--- src/rtl/wb_cmd_master_pkg.sv ---
// Shared Wishbone widths and master FSM encoding, also used by the slave-side decoder.
package wb_cmd_master_pkg;

  localparam int WB_DAT_W = 32;
  localparam int WB_ADR_W = 32;
  localparam int WB_SEL_W = 4;

  typedef enum logic [1:0] {
    IDLE = 2'd0,
    BUS  = 2'd1,
    RESP = 2'd2
  } wbm_state_e;

endpackage

--- src/rtl/wb_cmd_master_if.sv ---
// Command/response stream plus Wishbone initiator signals of wb_cmd_master.
interface wb_cmd_master_if;
  import wb_cmd_master_pkg::*;

  logic                cmd_valid;
  logic                cmd_ready;
  logic                cmd_we;
  logic [WB_SEL_W-1:0] cmd_sel;
  logic [WB_ADR_W-1:0] cmd_adr;
  logic [WB_DAT_W-1:0] cmd_dat;

  logic                rsp_valid;
  logic                rsp_ready;
  logic [WB_DAT_W-1:0] rsp_dat;
  logic                rsp_timeout;
  logic                busy;

  logic                wbm_cyc_o;
  logic                wbm_stb_o;
  logic                wbm_we_o;
  logic [WB_SEL_W-1:0] wbm_sel_o;
  logic [WB_ADR_W-1:0] wbm_adr_o;
  logic [WB_DAT_W-1:0] wbm_dat_o;
  logic                wbm_ack_i;
  logic [WB_DAT_W-1:0] wbm_dat_i;

  modport master (
    input  cmd_valid, cmd_we, cmd_sel, cmd_adr, cmd_dat, rsp_ready, wbm_ack_i, wbm_dat_i,
    output cmd_ready, rsp_valid, rsp_dat, rsp_timeout, busy,
    output wbm_cyc_o, wbm_stb_o, wbm_we_o, wbm_sel_o, wbm_adr_o, wbm_dat_o
  );

  modport slave (
    output cmd_valid, cmd_we, cmd_sel, cmd_adr, cmd_dat, rsp_ready, wbm_ack_i, wbm_dat_i,
    input  cmd_ready, rsp_valid, rsp_dat, rsp_timeout, busy,
    input  wbm_cyc_o, wbm_stb_o, wbm_we_o, wbm_sel_o, wbm_adr_o, wbm_dat_o
  );

endinterface

--- src/rtl/wb_cmd_master.sv ---
// Wishbone classic initiator: one single-transfer cycle per command, with
// ACK timeout and a held response until consumed.
module wb_cmd_master
  import wb_cmd_master_pkg::*;
#(
  parameter int TIMEOUT = 16,
  parameter int CNT_W   = $clog2(TIMEOUT + 1)
) (
  input  logic                   wb_clk_i,
  input  logic                   wb_rst_i,
  wb_cmd_master_if.master        bus
);

  localparam logic [CNT_W-1:0] CNT_LAST = CNT_W'(TIMEOUT - 1);

  wbm_state_e          state_q, state_d;
  logic [CNT_W-1:0]    cnt_q, cnt_d;
  logic                cmd_ready_q, cmd_ready_d;
  logic                busy_q, busy_d;
  logic                cyc_q, cyc_d;
  logic                stb_q, stb_d;
  logic                we_q, we_d;
  logic [WB_SEL_W-1:0] sel_q, sel_d;
  logic [WB_ADR_W-1:0] adr_q, adr_d;
  logic [WB_DAT_W-1:0] dat_q, dat_d;
  logic                rsp_valid_q, rsp_valid_d;
  logic [WB_DAT_W-1:0] rsp_dat_q, rsp_dat_d;
  logic                rsp_timeout_q, rsp_timeout_d;

  always_ff @(posedge wb_clk_i) begin
    if (wb_rst_i) begin
      state_q       <= IDLE;
      cnt_q         <= '0;
      cmd_ready_q   <= 1'b1;
      busy_q        <= 1'b0;
      cyc_q         <= 1'b0;
      stb_q         <= 1'b0;
      we_q          <= 1'b0;
      sel_q         <= '0;
      adr_q         <= '0;
      dat_q         <= '0;
      rsp_valid_q   <= 1'b0;
      rsp_dat_q     <= '0;
      rsp_timeout_q <= 1'b0;
    end else begin
      state_q       <= state_d;
      cnt_q         <= cnt_d;
      cmd_ready_q   <= cmd_ready_d;
      busy_q        <= busy_d;
      cyc_q         <= cyc_d;
      stb_q         <= stb_d;
      we_q          <= we_d;
      sel_q         <= sel_d;
      adr_q         <= adr_d;
      dat_q         <= dat_d;
      rsp_valid_q   <= rsp_valid_d;
      rsp_dat_q     <= rsp_dat_d;
      rsp_timeout_q <= rsp_timeout_d;
    end
  end

  always_comb begin
    state_d       = state_q;
    cnt_d         = cnt_q;
    cmd_ready_d   = cmd_ready_q;
    busy_d        = busy_q;
    cyc_d         = cyc_q;
    stb_d         = stb_q;
    we_d          = we_q;
    sel_d         = sel_q;
    adr_d         = adr_q;
    dat_d         = dat_q;
    rsp_valid_d   = rsp_valid_q;
    rsp_dat_d     = rsp_dat_q;
    rsp_timeout_d = rsp_timeout_q;

    unique case (state_q)
      IDLE: begin
        if (bus.cmd_valid && cmd_ready_q) begin
          we_d        = bus.cmd_we;
          sel_d       = bus.cmd_sel;
          adr_d       = bus.cmd_adr;
          dat_d       = bus.cmd_dat;
          cyc_d       = 1'b1;
          stb_d       = 1'b1;
          cnt_d       = '0;
          cmd_ready_d = 1'b0;
          busy_d      = 1'b1;
          state_d     = BUS;
        end
      end
      BUS: begin
        // ACK takes priority over the terminal count on the same edge.
        if (bus.wbm_ack_i) begin
          cyc_d         = 1'b0;
          stb_d         = 1'b0;
          rsp_dat_d     = we_q ? '0 : bus.wbm_dat_i;
          rsp_timeout_d = 1'b0;
          rsp_valid_d   = 1'b1;
          state_d       = RESP;
        end else if (cnt_q == CNT_LAST) begin
          cyc_d         = 1'b0;
          stb_d         = 1'b0;
          rsp_dat_d     = '0;
          rsp_timeout_d = 1'b1;
          rsp_valid_d   = 1'b1;
          state_d       = RESP;
        end else begin
          cnt_d = cnt_q + CNT_W'(1);
        end
      end
      RESP: begin
        if (bus.rsp_ready) begin
          rsp_valid_d = 1'b0;
          cmd_ready_d = 1'b1;
          busy_d      = 1'b0;
          state_d     = IDLE;
        end
      end
      default: begin
        state_d     = IDLE;
        cyc_d       = 1'b0;
        stb_d       = 1'b0;
        rsp_valid_d = 1'b0;
        cmd_ready_d = 1'b1;
        busy_d      = 1'b0;
      end
    endcase
  end

  assign bus.cmd_ready   = cmd_ready_q;
  assign bus.busy        = busy_q;
  assign bus.rsp_valid   = rsp_valid_q;
  assign bus.rsp_dat     = rsp_dat_q;
  assign bus.rsp_timeout = rsp_timeout_q;
  assign bus.wbm_cyc_o   = cyc_q;
  assign bus.wbm_stb_o   = stb_q;
  assign bus.wbm_we_o    = we_q;
  assign bus.wbm_sel_o   = sel_q;
  assign bus.wbm_adr_o   = adr_q;
  assign bus.wbm_dat_o   = dat_q;

endmodule

--- src/flat_wrapper.sv ---
// flat-port wrapper written by rule: the top's interface ports become plain ports
module wb_cmd_master_flat import wb_cmd_master_pkg::*;
#(
  parameter int TIMEOUT = 16,
  parameter int CNT_W   = $clog2(TIMEOUT + 1)
)
  (wb_clk_i, wb_rst_i, bus_cmd_valid, bus_cmd_we, bus_cmd_sel, bus_cmd_adr, bus_cmd_dat, bus_rsp_ready, bus_wbm_ack_i, bus_wbm_dat_i, bus_cmd_ready, bus_rsp_valid, bus_rsp_dat, bus_rsp_timeout, bus_busy, bus_wbm_cyc_o, bus_wbm_stb_o, bus_wbm_we_o, bus_wbm_sel_o, bus_wbm_adr_o, bus_wbm_dat_o);
  wb_cmd_master_if bus_i ();
  input  logic wb_clk_i;
  input  logic wb_rst_i;
  input wire logic [$bits(bus_i.cmd_valid)-1:0] bus_cmd_valid;
  input wire logic [$bits(bus_i.cmd_we)-1:0] bus_cmd_we;
  input wire logic [$bits(bus_i.cmd_sel)-1:0] bus_cmd_sel;
  input wire logic [$bits(bus_i.cmd_adr)-1:0] bus_cmd_adr;
  input wire logic [$bits(bus_i.cmd_dat)-1:0] bus_cmd_dat;
  input wire logic [$bits(bus_i.rsp_ready)-1:0] bus_rsp_ready;
  input wire logic [$bits(bus_i.wbm_ack_i)-1:0] bus_wbm_ack_i;
  input wire logic [$bits(bus_i.wbm_dat_i)-1:0] bus_wbm_dat_i;
  output wire logic [$bits(bus_i.cmd_ready)-1:0] bus_cmd_ready;
  output wire logic [$bits(bus_i.rsp_valid)-1:0] bus_rsp_valid;
  output wire logic [$bits(bus_i.rsp_dat)-1:0] bus_rsp_dat;
  output wire logic [$bits(bus_i.rsp_timeout)-1:0] bus_rsp_timeout;
  output wire logic [$bits(bus_i.busy)-1:0] bus_busy;
  output wire logic [$bits(bus_i.wbm_cyc_o)-1:0] bus_wbm_cyc_o;
  output wire logic [$bits(bus_i.wbm_stb_o)-1:0] bus_wbm_stb_o;
  output wire logic [$bits(bus_i.wbm_we_o)-1:0] bus_wbm_we_o;
  output wire logic [$bits(bus_i.wbm_sel_o)-1:0] bus_wbm_sel_o;
  output wire logic [$bits(bus_i.wbm_adr_o)-1:0] bus_wbm_adr_o;
  output wire logic [$bits(bus_i.wbm_dat_o)-1:0] bus_wbm_dat_o;
  assign bus_i.cmd_valid = bus_cmd_valid;
  assign bus_i.cmd_we = bus_cmd_we;
  assign bus_i.cmd_sel = bus_cmd_sel;
  assign bus_i.cmd_adr = bus_cmd_adr;
  assign bus_i.cmd_dat = bus_cmd_dat;
  assign bus_i.rsp_ready = bus_rsp_ready;
  assign bus_i.wbm_ack_i = bus_wbm_ack_i;
  assign bus_i.wbm_dat_i = bus_wbm_dat_i;
  assign bus_cmd_ready = bus_i.cmd_ready;
  assign bus_rsp_valid = bus_i.rsp_valid;
  assign bus_rsp_dat = bus_i.rsp_dat;
  assign bus_rsp_timeout = bus_i.rsp_timeout;
  assign bus_busy = bus_i.busy;
  assign bus_wbm_cyc_o = bus_i.wbm_cyc_o;
  assign bus_wbm_stb_o = bus_i.wbm_stb_o;
  assign bus_wbm_we_o = bus_i.wbm_we_o;
  assign bus_wbm_sel_o = bus_i.wbm_sel_o;
  assign bus_wbm_adr_o = bus_i.wbm_adr_o;
  assign bus_wbm_dat_o = bus_i.wbm_dat_o;
  wb_cmd_master #(.TIMEOUT(TIMEOUT), .CNT_W(CNT_W)) u_core (.wb_clk_i(wb_clk_i), .wb_rst_i(wb_rst_i), .bus(bus_i));
endmodule
--- config.mk ---
export PLATFORM = sky130hd
export DESIGN_NAME = wb_cmd_master_flat
export DESIGN_NICKNAME = d
export VERILOG_FILES = /design/src/rtl/wb_cmd_master_pkg.sv /design/src/rtl/wb_cmd_master_if.sv /design/src/rtl/wb_cmd_master.sv /design/src/flat_wrapper.sv
export SDC_FILE = /design/constraint.sdc
export NUM_CORES = 1
export LEC_CHECK = 0
export CAP_MARGIN = 20
export CORE_MARGIN = 2
export CORE_UTILIZATION = 25
export DETAILED_ROUTE_END_ITERATION = 8
export GPL_TIMING_DRIVEN = 0
export HOLD_SLACK_MARGIN = 0.05
export PLACE_DENSITY = 0.65
export SETUP_SLACK_MARGIN = 0.4
export SLEW_MARGIN = 0
export SYNTH_ARGS = -nofsm -noshare
export SYNTH_HDL_FRONTEND = slang
export SYNTH_SLANG_ARGS = --single-unit
export TNS_END_PERCENT = 20
--- constraint.sdc ---
create_clock -name wb_clk_i -period 3.5 [get_ports wb_clk_i]
set_input_delay 0.7 -clock wb_clk_i [delete_from_list [all_inputs] [get_ports wb_clk_i]]
set_output_delay 0.7 -clock wb_clk_i [all_outputs]
set_load 0.005 [all_outputs]
# --- Word-level counts from Yosys, hierarchy flattened ---
# Index checks and enable logic that the tools add are counted.
op_classes:
  muxes: 25
  n_div: 0
  n_reduce_logical: 11
  mul: 0
  shift: 0
  n_eq_ne: 8
  magnitude_cmp: 0
  bitwise: 3
  add_sub_neg: 1
ops:
  columns: ["operator", "n"]
  rows:
  - ["$mux 32", 3]
  - ["$mux 5", 3]
  - ["$pmux 1 s3", 4]
  - ["$reduce_and 3->1", 4]
  - ["$pmux 5 s2", 1]
  - ["$mux 1", 9]
  - ["$mux 2", 4]
  - ["$ne 2x2->1 const B", 3]
  - ["$pmux 2 s3", 1]
  - ["$add 5x1->5 const B", 1]
  - ["$eq 5x4->1 const B", 1]
  - ["$reduce_and 2->1", 2]
  - ["$reduce_and 4->1", 1]
  - ["$reduce_bool 2->1", 2]
  - ["$ne 3x2->1 const B", 1]
  - ["$not 1->1", 3]
  - ["$eq 2x1->1 const B", 1]
  - ["$eq 2x2->1 const B", 1]
  - ["$logic_not 2->1", 1]
  - ["$ne 2x1->1 const B", 1]
  - ["$logic_and 1x1->1", 1]
totals:
  latch_bits: 0
  mem_bits_ro: 0
  word_cells: 60
  ff_bits: 113
  memories: 0
  ram_bits: 0

# --- Longest topological paths before layout ---
logic_depth:
  word_depth: 4
  ltp_mapped: 7
  depth_no_buf: 6

# --- Least setup slack after synthesis ---
# OpenSTA, ideal clock, no wires.
synth_timing:
  kind: "flip-flop to flip-flop"
  start: "reg u_core.cnt_q[0]"
  end: "reg u_core.cnt_q[3]"
  t_arrival_ps: 2077
  stages_incl_launch_ff: 8
  slack_ps: 1343
  synth_period_minus_slack_ps: 2157
  required_time_ps: 3420
  setup_ps: 80
  cell_sequence: "dfxtp_1 > ha_1 > and3_1 > ha_1 > or4b_1 > buf_2 > or3_1 > a211oi_2"
synth_via:
  elab_chain_len: 4
  elab_cells_between_ends: 7
  classes_between: "add/sub: 1; eq/ne: 2; mux: 3; reduce/logical: 1"
synth_lines:
  columns: ["element", "line_no", "rtl"]
  rows:
  - ["start, declared", "wb_cmd_master.sv:17", "logic [CNT_W-1:0] cnt_q, cnt_d;"]
  - ["start signal, assigned", "wb_cmd_master.sv:47", "cnt_q <= cnt_d;"]
  - ["$add 5x1->5", "wb_cmd_master.sv:109", "cnt_d = cnt_q + CNT_W'(1);"]
  - ["$mux 5", "wb_cmd_master.sv:101", "end else if (cnt_q == CNT_LAST) begin"]
  - ["$mux 5", "wb_cmd_master.sv:94", "if (bus.wbm_ack_i) begin"]
  - ["$pmux 5 s2", "wb_cmd_master.sv:77", "unique case (state_q)"]
# Several ways; a longest one is shown, not always the timed one. The select of a mux whose other input is x is not followed.
# A chain may end at the register's enable or synchronous reset.

# --- Worst setup path after layout ---
# Ends and elaborated chain as after synthesis.

==> flow_summary.html <==
<table>
<tr><th>Metric</th><th>Value</th></tr>
<tr><th colspan="2">Die</th></tr>
<tr><td>Die Outline Area</td><td>17200 µm²</td></tr>
<tr><td>Standard cell core area</td><td>15800 µm²</td></tr>
<tr><td>Std cell rows</td><td>46</td></tr>
<tr><td>Initial standard-cell utilization of the core</td><td>0.255</td></tr>
<tr><td>Die outline height</td><td>131 µm</td></tr>
<tr><td>Boundary Pins</td><td>213</td></tr>
<tr><td>Die width</td><td>131 µm</td></tr>
<tr><th colspan="2">Worst setup path</th></tr>
<tr><td>Data required time of the worst path</td><td>3.83 ns</td></tr>
<tr><td>Crit Reg-Reg Endpoint</td><td>u_core.cnt_q[3]</td></tr>
<tr><td>Kind of start point of the critical path</td><td>register</td></tr>
<tr><td>Crit path max fanout</td><td>9</td></tr>
<tr><td>Crit Path Class</td><td>register to register</td></tr>
<tr><td>Kind of cell with the highest combined delay on the critical path</td><td>simple AND/OR/NAND/NOR gates</td></tr>
<tr><td>Setup slack, reg-to-reg</td><td>1.19 ns</td></tr>
<tr><td>Worst reg2reg path depth</td><td>7</td></tr>
<tr><td>Ordered cell list for the critical path</td><td>ha_1 &gt; and3_1 &gt; ha_1 &gt; or4b_1 &gt; buf_2 &gt; or3_1 &gt; a211oi_2</td></tr>
<tr><td>Nature of the critical path endpoint</td><td>register</td></tr>
<tr><td>Buffering stage count on the worst path with inverters included</td><td>1</td></tr>
<tr><td>Slowest-stage cell, CP</td><td>sky130_fd_sc_hd__or4b_1</td></tr>
<tr><td>Startpoint of the worst-slack reg-to-reg timing path</td><td>u_core.cnt_q[0]</td></tr>
<tr><td>Critical Path AT</td><td>2.64 ns</td></tr>
<tr><td>Slowest stage delay, CP</td><td>0.48 ns</td></tr>
<tr><td>Most prevalent standard cell on the critical path</td><td>sky130_fd_sc_hd__ha_1</td></tr>
<tr><th colspan="2">Placed design</th></tr>
<tr><td>HPWL Detailed</td><td>9.29 mm</td></tr>
<tr><td>Gpl congestion</td><td>0.770</td></tr>
<tr><td>Placement Cell Area</td><td>6430 µm²</td></tr>
<tr><td>Port-buffer cells</td><td>212</td></tr>
<tr><td>Worst setup slack after placement</td><td>0.798 ns</td></tr>
<tr><th colspan="2">STA</th></tr>
<tr><td>Number of pins exceeding their max-slew limit in the final report</td><td>0</td></tr>
<tr><td>Max-Slew Margin vs Limit</td><td>0.555</td></tr>
<tr><td>Setup violation total in the final timing report</td><td>0</td></tr>
<tr><td>RSZ-0062 raised after global routing</td><td>false</td></tr>
<tr><td>Slew at the pin closest to its max-slew limit</td><td>0.667 ns</td></tr>
<tr><td>Max Clk Rate</td><td>433 MHz</td></tr>
<tr><td>Largest clock skew in the final design</td><td>0.0137 ns</td></tr>
<tr><td>Post-layout minimum cycle time</td><td>2.31 ns</td></tr>
<tr><td>Least setup slack across all paths after layout</td><td>1.19 ns</td></tr>
<tr><td>Worst-case hold slack</td><td>0.450 ns</td></tr>
<tr><td>Sum of negative setup slack</td><td>0 ns</td></tr>
<tr><td>Final critical-path share of the clock period</td><td>0.660</td></tr>
<tr><td>Final hold vios</td><td>0</td></tr>
<tr><th colspan="2">Drt</th></tr>
<tr><td>Post-route ant nets</td><td>0</td></tr>
<tr><td>First DRT Iteration DRCs</td><td>177</td></tr>
<tr><td>Ratio of routed vias to standard cells</td><td>4.35</td></tr>
<tr><td>Total Wirelength</td><td>13.2 mm</td></tr>
<tr><td>DRC violation count after routing</td><td>0</td></tr>
<tr><td>Drt wl/cell</td><td>13.7 µm</td></tr>
<tr><td>Iteration count of the initial detailed-routing pass</td><td>4</td></tr>
<tr><td>Routed vias</td><td>4195</td></tr>
<tr><th colspan="2">Clocking</th></tr>
<tr><td>Number of buffers added to fix hold violations after cts</td><td>0</td></tr>
<tr><td>Largest buffer count on any clock path</td><td>2</td></tr>
<tr><td>CTS root buffer</td><td>sky130_fd_sc_hd__clkbuf_16</td></tr>
<tr><td>PostCTS Resize Cnt</td><td>0</td></tr>
<tr><td>Count of H-tree levels built during CTS</td><td>4</td></tr>
<tr><td>Post-CTS setup-driven buffer insertion count</td><td>0</td></tr>
<tr><td>CTS clock-pin slew for the worst setup and hold paths</td><td>0.05 ns</td></tr>
<tr><td>Number of buffers inserted during clock tree synthesis</td><td>17</td></tr>
<tr><td>Clock latency of the later-clocked register in the worst-skew pair</td><td>0.41 ns</td></tr>
<tr><td>Clock sink count</td><td>113</td></tr>
<tr><td>TritonCTS clock tree</td><td>yes</td></tr>
<tr><th colspan="2">Yosys</th></tr>
<tr><td>Net Count, Synth</td><td>613</td></tr>
<tr><td>Area share of the largest cell type after synthesis</td><td>0.560</td></tr>
<tr><td>Proportion of synthesized chip area in sequential cells</td><td>0.560</td></tr>
<tr><td>Count of synthesis-stage warnings from yosys</td><td>0</td></tr>
<tr><td>Number of standard cells after synthesis</td><td>505</td></tr>
<tr><td>Cell area after technology mapping</td><td>4040 µm²</td></tr>
<tr><td>Cell types occupying the most area after synthesis</td><td>sky130_fd_sc_hd__dfxtp_1 56%, sky130_fd_sc_hd__nand2_1 16%, sky130_fd_sc_hd__a21oi_1 13%, sky130_fd_sc_hd__o21ai_0 4.2%, sky130_fd_sc_hd__clkbuf_1 3.2%</td></tr>
<tr><td>Netlist cell types</td><td>31</td></tr>
<tr><td>Library cell occupying the most area in the post-synthesis netlist</td><td>sky130_fd_sc_hd__dfxtp_1</td></tr>
<tr><td>Number of synthesized register bits</td><td>113</td></tr>
<tr><td>Mean instance size in the synthesized netlist</td><td>8.00 µm²</td></tr>
<tr><th colspan="2">Final layout</th></tr>
<tr><td>Number of antenna diodes</td><td>0</td></tr>
<tr><td>Proportion of layout cells with a drive suffix above 1</td><td>0.0481</td></tr>
<tr><td>Net count, final</td><td>844</td></tr>
<tr><td>Top library cells by usage in the layout, fill and taps aside</td><td>212 x sky130_fd_sc_hd__clkdlybuf4s50_1, 172 x sky130_fd_sc_hd__nand2_1, 113 x sky130_fd_sc_hd__dfxtp_1, 108 x sky130_fd_sc_hd__a21oi_1, 36 x sky130_fd_sc_hd__clkbuf_1</td></tr>
<tr><td>Syn-to-layout area delta</td><td>75.8%</td></tr>
<tr><td>Final Instance Area</td><td>7100 µm²</td></tr>
<tr><td>Most common cell after layout, fill and taps aside</td><td>sky130_fd_sc_hd__clkdlybuf4s50_1</td></tr>
<tr><th colspan="2">Power</th></tr>
<tr><td>Switching component of the power</td><td>854 µW</td></tr>
<tr><td>Clock share of power</td><td>0.506</td></tr>
<tr><td>Fraction of power spent switching nets</td><td>0.220</td></tr>
<tr><td>Leakage Power</td><td>0.00251 µW</td></tr>
<tr><td>Worst vdd rail ir drop</td><td>336 µV</td></tr>
<tr><td>Total power</td><td>3870 µW</td></tr>
<tr><td>Internal power</td><td>3020 µW</td></tr>
<tr><td>Cell area power density</td><td>546 nW/µm²</td></tr>
<tr><td>Flop pwr share</td><td>0.362</td></tr>
<tr><td>Part of the total power dissipated in combinational logic</td><td>0.132</td></tr>
<tr><th colspan="2">Min path</th></tr>
<tr><td>Worst Hold End</td><td>u_core.bus.wbm_dat_o[11]</td></tr>
<tr><td>Worst hold path class</td><td>register to register</td></tr>
<tr><td>Worst hold path cell count</td><td>2</td></tr>
<tr><td>Critical hold path startpoint</td><td>u_core.bus.wbm_dat_o[11]</td></tr>
<tr><th colspan="2">Global routing</th></tr>
<tr><td>Largest net degree at the start of global routing</td><td>17</td></tr>
<tr><td>Number of antenna violations at the first check in global routing</td><td>0</td></tr>
<tr><td>All-layer global routing usage</td><td>0.154</td></tr>
<tr><td>Vias in the first global route</td><td>4036</td></tr>
<tr><td>Congestion Overflow GR</td><td>0</td></tr>
<tr><td>Global-route wire length before repair</td><td>21.1 mm</td></tr>
<tr><th colspan="2">Job</th></tr>
<tr><td>Max-capacitance violation count</td><td>0</td></tr>
<tr><th colspan="2">Status</th></tr>
<tr><td>Result of the run</td><td>completed</td></tr>
</table>
==> per-stage QoR <==
stage               utilization  cells
finish                    0.449    965
floorplan                     -    505
global route              0.449    965
CTS                       0.449    965
detailed placement        0.406    933
global placement          0.406    933
==> tightest hold or removal path: stages, from the launching register on <==
cell and delay [ns]:
sky130_fd_sc_hd__dfxtp_1 0.30, sky130_fd_sc_hd__nand2_1 0.05, sky130_fd_sc_hd__a21oi_1 0.05
==> power groups by stage <==
stage	clock (µW)	combinational [µW]	sequential (µW)
global placement	0	518	1430
global route	2080	562	1410
finish	1960	512	1400
detailed placement	0	516	1430
floorplan	0	177	1430
CTS	2010	519	1400
==> final cells by class <==
class | count | area [µm²]
inverter | 2 | 7.51
tap | 216 | 270
fill | 1594 | 8730
clock inverter | 11 | 208
timing repair buffer | 212 | 2120
buffer | 42 | 169
multi-input combinational | 348 | 1600
clock buffer | 21 | 460
sequential | 113 | 2260
==> layer usage <==
metal,part of all wire,GRT usage
met1,0.45,0.189
met2,0.45,0.244
met3,0.095,0.0729
met4,0.0066,0.0417
met5,0,0
==> registers in the layout (all words and copies together) (netlist names) <==
register                count
u_core.bus.wbm_adr_o       32
u_core.state_q              2
u_core.bus.busy             1
u_core.bus.wbm_dat_o       32
u_core.bus.wbm_sel_o        4
u_core.bus.wbm_we_o         1
u_core.bus.rsp_timeout      1
u_core.bus.rsp_dat         32
u_core.bus.rsp_valid        1
u_core.cnt_q                5
u_core.bus.wbm_cyc_o        1
u_core.bus.cmd_ready        1
==> logic make-up after synthesis <==
kind of cell / Yosys count / synth area share
compound gates: 151 / 0.192
fa+ha+maj: 2 / 0.00619
buf+inv: 44 / 0.0437
flops: 113 / 0.560
simple gates: 195 / 0.198
==> how the worst max path moves through the flow <==
| stage | cells after the start | to | from |
|---|---|---|---|
| floorplan | 7 | u_core.cnt_q[3] | u_core.cnt_q[0] |
| global placement | 6 | u_core.bus.wbm_adr_o[23] | bus_cmd_valid |
| detailed placement | 6 | u_core.bus.wbm_adr_o[23] | bus_cmd_valid |
| CTS | 7 | u_core.cnt_q[3] | u_core.cnt_q[0] |
| global route | 6 | u_core.bus.wbm_adr_o[12] | bus_cmd_valid |
| finish | 7 | u_core.cnt_q[3] | u_core.cnt_q[0] |
==> cells in the mapped netlist (all sizes together) <==
master and number:
a211oi 2, a21oi 108, a31oi 1, a41o 1
and3 1, buf 8, clkbuf 34, dfxtp 113
ha 2, inv 2, nand2 172, nand2b 2
nand3 3, nand3b 2, nand4 1, nand4bb 1
nor2 4, nor2b 1, nor3 1, nor4b 1
nor4bb 2, o21ai 37, o31ai 2, or2 1
or3 1, or3b 1, or4b 1
No activity file was read; power rests on OpenSTA's default activity.
